===== config.mk =====
export PLATFORM = sky130hd
export DESIGN_NAME = sweep_monitor
export DESIGN_NICKNAME = d
export VERILOG_FILES = /design/src/rtl/sweep_monitor.sv
export SDC_FILE = /design/constraint.sdc
export NUM_CORES = 1
export LEC_CHECK = 0
export ABC_AREA = 1
export BUFFER_PORTS_ARGS = -buffer_cell sky130_fd_sc_hd__buf_2
export CORE_MARGIN = 10
export CORE_UTILIZATION = 48
export CTS_BUF_LIST = sky130_fd_sc_hd__clkbuf_4 sky130_fd_sc_hd__clkbuf_8
export DETAILED_ROUTE_END_ITERATION = 7
export MAX_ROUTING_LAYER = met4
export PLACE_DENSITY_LB_ADDON = 0.25
export REMOVE_ABC_BUFFERS = 1
export SKIP_CTS_REPAIR_TIMING = 1
export SLEW_MARGIN = 10
export SYNTH_ARGS = -nofsm -noshare
export SYNTH_HDL_FRONTEND = slang
export SYNTH_SLANG_ARGS = --single-unit

===== constraint.sdc =====
create_clock -name clk -period 3.94 [get_ports clk]
set_input_delay 0.788 -clock clk [delete_from_list [all_inputs] [get_ports clk]]
set_output_delay 0.788 -clock clk [all_outputs]
set_load 0.1 [all_outputs]

===== src/rtl/sweep_monitor.sv =====
// Sweep monitor: watches a counter for runs of non-zero values that end in 0,
// and queues one {peak, len, shrink, mono_err} record per run in a FWFT FIFO.
module sweep_monitor #(
  parameter int WIDTH = 4,
  parameter int LEN_W = 6,
  parameter int DEPTH = 4
) (
  input  logic                     clk,
  input  logic                     rst,
  input  logic [WIDTH-1:0]         count,
  input  logic                     clr_err,
  output logic                     rec_valid,
  input  logic                     rec_ready,
  output logic [WIDTH-1:0]         rec_peak,
  output logic [LEN_W-1:0]         rec_len,
  output logic                     rec_shrink,
  output logic                     rec_mono_err,
  output logic [$clog2(DEPTH):0]   level,
  output logic                     drop_err
);

  localparam int PTR_W = $clog2(DEPTH);
  localparam int REC_W = WIDTH + LEN_W + 2;

  typedef enum logic {IDLE, SWEEP} state_t;

  state_t             state, state_nx;
  logic               sweep_end;
  logic [WIDTH-1:0]   prev, peak, last_peak;
  logic [LEN_W-1:0]   len;
  logic               mono, have_last, shrink;
  logic [REC_W-1:0]   rec_new;
  logic [REC_W-1:0]   mem [DEPTH];
  logic [PTR_W-1:0]   wptr, rptr;
  logic               pop, push, drop;

  always_ff @(posedge clk or posedge rst) begin
    if (rst) state <= IDLE;
    else     state <= state_nx;
  end

  always_comb begin
    state_nx  = state;
    sweep_end = 1'b0;
    case (state)
      IDLE:  if (count != '0) state_nx = SWEEP;
      SWEEP: if (count == '0) begin
        state_nx  = IDLE;
        sweep_end = 1'b1;
      end
      default: state_nx = IDLE;
    endcase
  end

  // Accumulators; the record built at sweep end uses only pre-edge values.
  always_ff @(posedge clk or posedge rst) begin
    if (rst) begin
      prev      <= '0;
      peak      <= '0;
      len       <= '0;
      mono      <= 1'b0;
      last_peak <= '0;
      have_last <= 1'b0;
    end else begin
      prev <= count;
      if (state == IDLE && count != '0) begin
        peak <= count;
        len  <= LEN_W'(1);
        mono <= (count != WIDTH'(1));
      end else if (state == SWEEP && count != '0) begin
        if (!(&len)) len <= len + LEN_W'(1);
        if (count > peak) peak <= count;
        if ({1'b0, count} != ({1'b0, prev} + (WIDTH+1)'(1))) mono <= 1'b1;
      end
      if (sweep_end) begin
        last_peak <= peak;
        have_last <= 1'b1;
      end
    end
  end

  assign shrink  = have_last & (peak < last_peak);
  assign rec_new = {peak, len, shrink, mono};

  assign rec_valid = (level != '0);
  assign pop       = rec_valid & rec_ready;
  // A pop in the same cycle frees the slot, so a full FIFO can still accept.
  assign push      = sweep_end & ((level < (PTR_W+1)'(DEPTH)) | pop);
  assign drop      = sweep_end & ~push;

  always_ff @(posedge clk or posedge rst) begin
    if (rst) begin
      for (int i = 0; i < DEPTH; i++) mem[i] <= '0;
      wptr  <= '0;
      rptr  <= '0;
      level <= '0;
    end else begin
      if (push) begin
        mem[wptr] <= rec_new;
        wptr      <= wptr + PTR_W'(1);
      end
      if (pop) rptr <= rptr + PTR_W'(1);
      case ({push, pop})
        2'b10:   level <= level + (PTR_W+1)'(1);
        2'b01:   level <= level - (PTR_W+1)'(1);
        default: level <= level;
      endcase
    end
  end

  assign {rec_peak, rec_len, rec_shrink, rec_mono_err} = mem[rptr];

  always_ff @(posedge clk or posedge rst) begin
    if (rst)          drop_err <= 1'b0;
    else if (drop)    drop_err <= 1'b1;
    else if (clr_err) drop_err <= 1'b0;
  end

endmodule


* Yosys cells after proc, flatten, opt, wreduce, memory -nomap -nowiden
Cells that the tools add are included.
Storage, ports and cells: word-level logic and storage cells 79, output and inout port bits 17, register bits after elaboration 77, input port bits 8
Operators by class: muxes and demuxes 23, add/subtract/negate cells 6, eq/ne operators 5, bitwise operators 9, reductions and logical operators 15, magnitude comparators 6
Operators by type and width (count):
- $bwmux W48 | 1
- $mux W12 | 3
- $bmux W12 S2 | 1
- $demux W12 S2 | 1
- $mux W6 | 3
- $mux W4 | 3
- $reduce_bool A2 Y1 | 5
- $mux W1 | 9
- $add A6 B1 Y6 const B | 1
- $ge A3 B3 Y1 const B | 2
- $not A2 Y3 | 2
- $pmux W3 S2 | 1
- $reduce_and A2 Y1 | 3
- $reduce_and A6 Y1 | 1
- $add A4 B1 Y5 const B | 1
- $ne A4 B5 Y1 | 1
- $add A2 B1 Y2 const B | 2
- $and A1 B1 Y1 | 4
- $gt A4 B4 Y1 | 1
- $logic_not A4 Y1 | 1
- $lt A4 B4 Y1 | 1
- $ne A4 B1 Y1 const B | 1
- $reduce_bool A4 Y1 | 1
- $add A3 B1 Y3 const B | 1
- 11 further kinds | 14

* Logic depth before layout (Yosys ltp)
Gate-level depths: netlist of run 1.
depth in word-level cells 7, gate-level depth with buffers 11, gate-level depth less buffers 10

* Worst setup path after synthesis of run 1
OpenSTA, ideal clock, no wires.
path kind reg2out, start point register rptr[0], end point output port rec_peak[0], buffers on the path 1, stages on the path, launching flop included 4, arrival time 2.820 ns, required time 3.152 ns, setup slack 0.332 ns, cell sequence dfrtp_1 > clkbuf_1 > nor2_1 > o21ai_0
On the way: word-level cells in the longest chain between the ends 4
Ends and longest elaborated chain:
- from (decl) | RTL line 34 | logic [PTR_W-1:0] wptr, rptr;
- from (signal assigned) | RTL line 102 | if (pop) rptr <= rptr + PTR_W'(1);
- $not A2 Y3 (not written as such) | RTL line 111 | assign {rec_peak, rec_len, rec_shrink, rec_mono_err} = mem[rptr];
- $bmux W12 S2 | RTL line 111
- $mux W12 (not written as such) (2 in series) | RTL line 111
- to (decl) | RTL line 14 | output logic [WIDTH-1:0] rec_peak,
No other way between the ends. The select of a mux whose other input is x is not followed.

* Worst setup path in the final report of run 1
start point register rptr[1], end point output port rec_peak[0]
The elaborated chain is that of the path after synthesis.

==> impl_results.md, run 1 <==
* FILL cells at 716
* Min Tclk post-route at 2980 ps
* Starting Density at 49.1%
* Share of the core filled with cells at 53.5%
* Final WL at 8120 um
* Main flop type after synthesis: dfrtp_1
* Chip Width at 109 um
* Met1 usage in global routing at 18.9%
* Area share of fa/ha/maj cells after synthesis at 5.14%
* DR WL/cell at 14.4 um
* Sink Count at 77
* Required @ worst endpoint at 3150 ps
* Commonest non-fill, non-tap cells in the layout: nand2_1, dfrtp_1, o21ai_0, inv_1, nor2_1
* Grt peak-use layer: met2
* Max cap viols at 0
* Clk pin slew, worst setup/hold paths at 80 ps
* Max Root-Sink Buffers at 2
* GRT met2 Usage at 23.0%
* Max incr delay on CP at 640 ps
* Die ar. at 11900 um2
* Max FO, Critical Path at 13
* CTS tree: built
* Kind of cell adding the most delay to the critical path: buffers and inverters
* Post-synthesis xor/xnor area fraction at 1.38%
* Kind of critical path: register to primary output
* Vias per cell at 5.14
* CP Cell Sequence: inv_1, a21oi_1, o21ai_0, o21ai_0, buf_2
* Sequential share of the synthesized area at 50.8%
* Worst hold-check path type: input pin to asynchronous set/reset pin
* Global-route wire length before repair at 13800 um
* Routability Congestion at 0.784
* Placement Setup Slack at 1340 ps
* Synth warn at 0
* EDFF count, synth at 0
* Total grt overflow at 0
* Min Hold Slack at 402 ps
* Crit path top cell by count: o21ai_0
* # setup viols final at 0
* Clk_lat worst skew at 350 ps
* HPWL after DPL at 5510 um
* Slowest stage cell, crit path: dfrtp_1
* Root buffer cell: clkbuf_8
* RSZ-0062 raised after global routing: no
* Post-Synth Simple-Gate Area at 20.9%
* Slew @ Worst Pin at 766 ps
* Distinct cell type count after synthesis at 29
* Main combinational cell family by area after synthesis: simple AND/OR/NAND/NOR gates
* Syn Inst Count at 435
* Commonest non-fill, non-tap cell in the layout: nand2_1
* Synthesis-stage register bit count at 77
* DRT iter0 DRCs at 146
* Rows at 32
* Fin nets at 479
* Diode count at 0
* CTS buffer count at 9
* Layout Skew at 10.0 ps
* Vias at 2896
* Synthesized area per cell at 8.72 um2
* Area growth syn-to-layout at 8.93%
* Fin. Hold Viols at 0
* Vias in the first global route at 2839
* Critical Path Start Type: register
* DR DRC count at 0
* Htree depth at 3
* Pin count of the biggest net entering global routing at 37
* Synth Area in Compound Gates at 14.0%
* Final WS setup at 964 ps
* Worst slew margin at 48.9%
* Mapped Area at 3790 um2
* Post-route clock period utilization at 75.5%
* Async SR Flop Fraction at 100%
* Max Freq at 336 MHz
* IO buf count at 24
* WP buf/inv at 2
* Post-route ant nets at 0
* TritonRoute pass-1 iters at 4
* CP Capture Type: primary output
* Outcome: finished, final reports clean
* Arrival @ worst endpoint at 2190 ps
* Total track usage at 15.1%
* Met3 Use GR at 3.36%
* Core Area at 7730 um2
* Share of cells above drive strength 1 at 13.7%
* Top-Level Pins at 25
* Die height at 109 um
* Mux contribution to synthesized area at 0%
* Initial antenna violation count at 0
* Final Max Tran Viols at 0
-- kinds of logic after synthesis --
group,after synthesis
DFF,77
AOI/OAI and AO/OA,96
adders and majority gates,15
and+or+nand+nor,180
xor gates and xnor gates,6
buffers and inverters,61
-- cell usage after synthesis, drive strengths merged (5+ instances only) --
cell / number / area, um2
nand2: 116 / 443
dfrtp: 77 / 1930
o21ai: 75 / 405
inv: 44 / 165
nor2: 33 / 148
nand3: 25 / 165
ha: 14 / 175
buf: 11 / 108
o22ai: 11 / 68.8
a21oi: 8 / 40.0
clkbuf: 6 / 22.5
xor2: 5 / 43.8
-- final cells by class --
type / instances / area, um2 / area share, %
Sequential cell: 77 / 1930 / 46.6
Multi-Input combinational cell: 297 / 1570 / 38.0
Clock buffer: 10 / 138 / 3.33
Timing Repair Buffer: 27 / 143 / 3.45
Inverter: 44 / 165 / 4.00
Clock inverter: 6 / 61.3 / 1.48
Tap cell: 102 / 128 / 3.09
-- per-layer routing --
metal | vias up | routed length, um
li1 | 1451 | -
met1 | 1370 | 3800
met2 | 61 | 3770
met3 | 14 | 432
met4 | 0 | 124
met5 | - | 0
-- worst register-to-register path, cell delays in order (launching register included) --
cell and delay, ps:
dfrtp_1 350, inv_1 70, or2_2 390, nand2_4 130, ha_1 150, inv_1 60
fa_1 370, a21oi_1 150, o21ai_0 110, xor2_1 150
-- worst paths after layout --
kind,to,cells past startpoint,start,slack (ps)
setup / recovery,rec_peak[0],5,rptr[1]$_DFFE_PP0P_,960
hold / removal,mem[35]$_DFFE_PP0P_,2,rst,400
setup reg to reg,level[2]$_DFFE_PP0P_,9,level[2]$_DFFE_PP0P_,1920
hold reg to reg,have_last$_DFFE_PP0P_,1,have_last$_DFFE_PP0P_,480
max in group asynchronous,mem[44]$_DFFE_PP0P_,3,rst,2770
min in group clk,have_last$_DFFE_PP0P_,1,have_last$_DFFE_PP0P_,480
-- through the flow --
| step | area (um2) | TNS [ps] | std cells |
|---|---|---|---|
| 6_report | 4130 | 0 | 563 |
| 4_1_cts | 4130 | 0 | 563 |
| 3_3_place_gp | 3940 | 0 | 547 |
| 3_5_place_dp | 3940 | 0 | 547 |
| 2_1_floorplan | 3660 | -60.1 | 418 |
| 5_1_grt | 4130 | 0 | 563 |
-- flip-flops by register name, indices dropped and copies added (netlist names), 2 cells and up --
register   cells
last_peak      4
len            6
level          3
mem           48
peak           4
prev           4
rptr           2
wptr           2
Power of run 1 is not shown: default switching activity piles up to over one toggle a cycle in this logic, so the estimate is an artifact.
==> run 2, diff against run 1 <==
==> constraint.sdc (replaced) <==
create_clock -name clk -period 2.81 [get_ports clk]
set_input_delay 0.562 -clock clk [delete_from_list [all_inputs] [get_ports clk]]
set_output_delay 0.562 -clock clk [all_outputs]
set_load 0.1 [all_outputs]
==> run 2 against run 1 <==
  * Wire length is 2.3% lower
  * Worst hold slack worse by 150 ps
  * Critical path depth is 1 lower
  * First-iteration DRC count up 38%
  * Count of clock-buffer cells in the layout did not move
  * Global-route usage shrank 0.14 points
  * Utilization rose by 3.2 points
  * Die area unchanged
  * Clock skew down 2.5 ps
  * Highest routed layer unchanged
==> impl_results.md, run 2 (same netlist as run 1, synthesis figures left out) <==
* Outcome: finished, final reports clean
* Post-route ant nets at 0
* Htree depth at 3
* Total track usage at 15.0%
* Total grt overflow at 0
* Vias in the first global route at 2834
* FILL cells at 707
* Area of placed instances at 4140 um2
* Die ar. at 11900 um2
* Commonest non-fill, non-tap cell in the layout: nand2_1
* Max incr delay on CP at 380 ps
* Vias at 2856
* Biggest regs: mem x48, len x6
* Global-route wire length before repair at 13700 um
* # setup viols final at 0
* Worst hold-check path type: input pin to asynchronous set/reset pin
* Fin cells at 564
* Max Root-Sink Buffers at 2
* Fin. Hold Viols at 0
* CP Capture Type: primary output
* CP Cell Sequence: inv_1, o21ai_0, o21ai_0, buf_12
* Placement Setup Slack at 513 ps
* Kind of critical path: register to primary output
* Arrival @ worst endpoint at 1810 ps
* Max reg flops at 48
* Slew @ Worst Pin at 550 ps
* DR DRC count at 0
* Commonest non-fill, non-tap cells in the layout: nand2_1, dfrtp_1, o21ai_0, inv_1, nor2_1
* Initial antenna violation count at 0
* Layout Skew at 7.47 ps
* DR WL/cell at 14.1 um
* Share of the core filled with cells at 56.7%
* Area of the multi-input gates at 1570 um2
* Top-Level Pins at 25
* Starting Density at 49.1%
* Area growth syn-to-layout at 15.5%
* Final WL at 7940 um
* Core Area at 7730 um2
* Root buffer cell: clkbuf_8
* Worst slew margin at 63.3%
* Routability Congestion at 0.825
* Clk_lat worst skew at 360 ps
* WP buf/inv at 2
* Dpl cells at 548
* Share of cells above drive strength 1 at 13.9%
* HPWL after DPL at 5300 um
* Post-route clock period utilization at 84.4%
* CTS buffer count at 9
* IO buf count at 24
* TritonRoute pass-1 iters at 4
* Vias per cell at 5.06
* Max cap viols at 0
* Kind of cell adding the most delay to the critical path: buffers and inverters
* Slowest stage cell, crit path: dfrtp_1
* Max FO, Critical Path at 13
* Chip Width at 109 um
* Pin count of the biggest net entering global routing at 54
* Die height at 109 um
* Final WS setup at 440 ps
* Sink Count at 77
* Required @ worst endpoint at 2250 ps
* RSZ-0062 raised after global routing: no
* Register area at 1930 um2
* DRT iter0 DRCs at 201
* Critical Path Start Type: register
* CTS tree: built
* Diode count at 0
* Clk pin slew, worst setup/hold paths at 80 ps
* Largest Register: mem
* Crit path top cell by count: o21ai_0
* Final Max Tran Viols at 0
* Final instance area at 4380 um2
* Rows at 32
* Max Freq at 422 MHz
* Min Tclk post-route at 2370 ps
* Fin nets at 480
-- run 2: changes by cell type in the layout (fill, tap and decap cells not counted), sizes merged --
cell / before / now
clkinvlp: 1 / 2
buf: 27 / 28
inv: 45 / 44
bufinv: 1 / 3
clkinv: 3 / 1
-- run 2: path summary, 6_finish.rpt --
check                      slack (ps)                    to  depth (start not counted)            startpoint
max                               440           rec_peak[0]                          4   rptr[1]$_DFFE_PP0P_
min                               250   mem[47]$_DFFE_PP0P_                          2                   rst
max reg2reg                       800  level[2]$_DFFE_PP0P_                          9  level[2]$_DFFE_PP0P_
min reg2reg                       480   mem[27]$_DFFE_PP0P_                          2   mem[27]$_DFFE_PP0P_
max in group asynchronous        1890    mem[9]$_DFFE_PP0P_                          3                   rst
min in group clk                  370     prev[1]$_DFF_PP0_                          1              count[1]
-- run 2: stage by stage --
step           hold WS (ps)  TNS, ps
2_1_floorplan           440    -5450
3_3_place_gp            458        0
3_5_place_dp            462        0
4_1_cts                 262        0
5_1_grt                 277        0
6_report                249        0
-- run 2: cell type report --
class / instances / share of cell area (%)
clock buffer: 10 / 3.14
clock inverter: 6 / 2.51
inverter: 44 / 3.77
multi-input combinational: 297 / 35.9
sequential: 77 / 44.0
tap: 102 / 2.91
timing repair buffer: 28 / 7.82
-- run 2: metal layers --
| layer | global-route usage [%] | vias up | share of wire, % |
|---|---|---|---|
| met5 | - | - | 0 |
| met4 | 5.46 | 0 | 1.3 |
| met3 | 3.42 | 9 | 4.4 |
| met2 | 23.2 | 44 | 48 |
| met1 | 18.9 | 1344 | 46 |
| li1 | - | 1459 | - |
Power of run 2 is left out for the same reason.
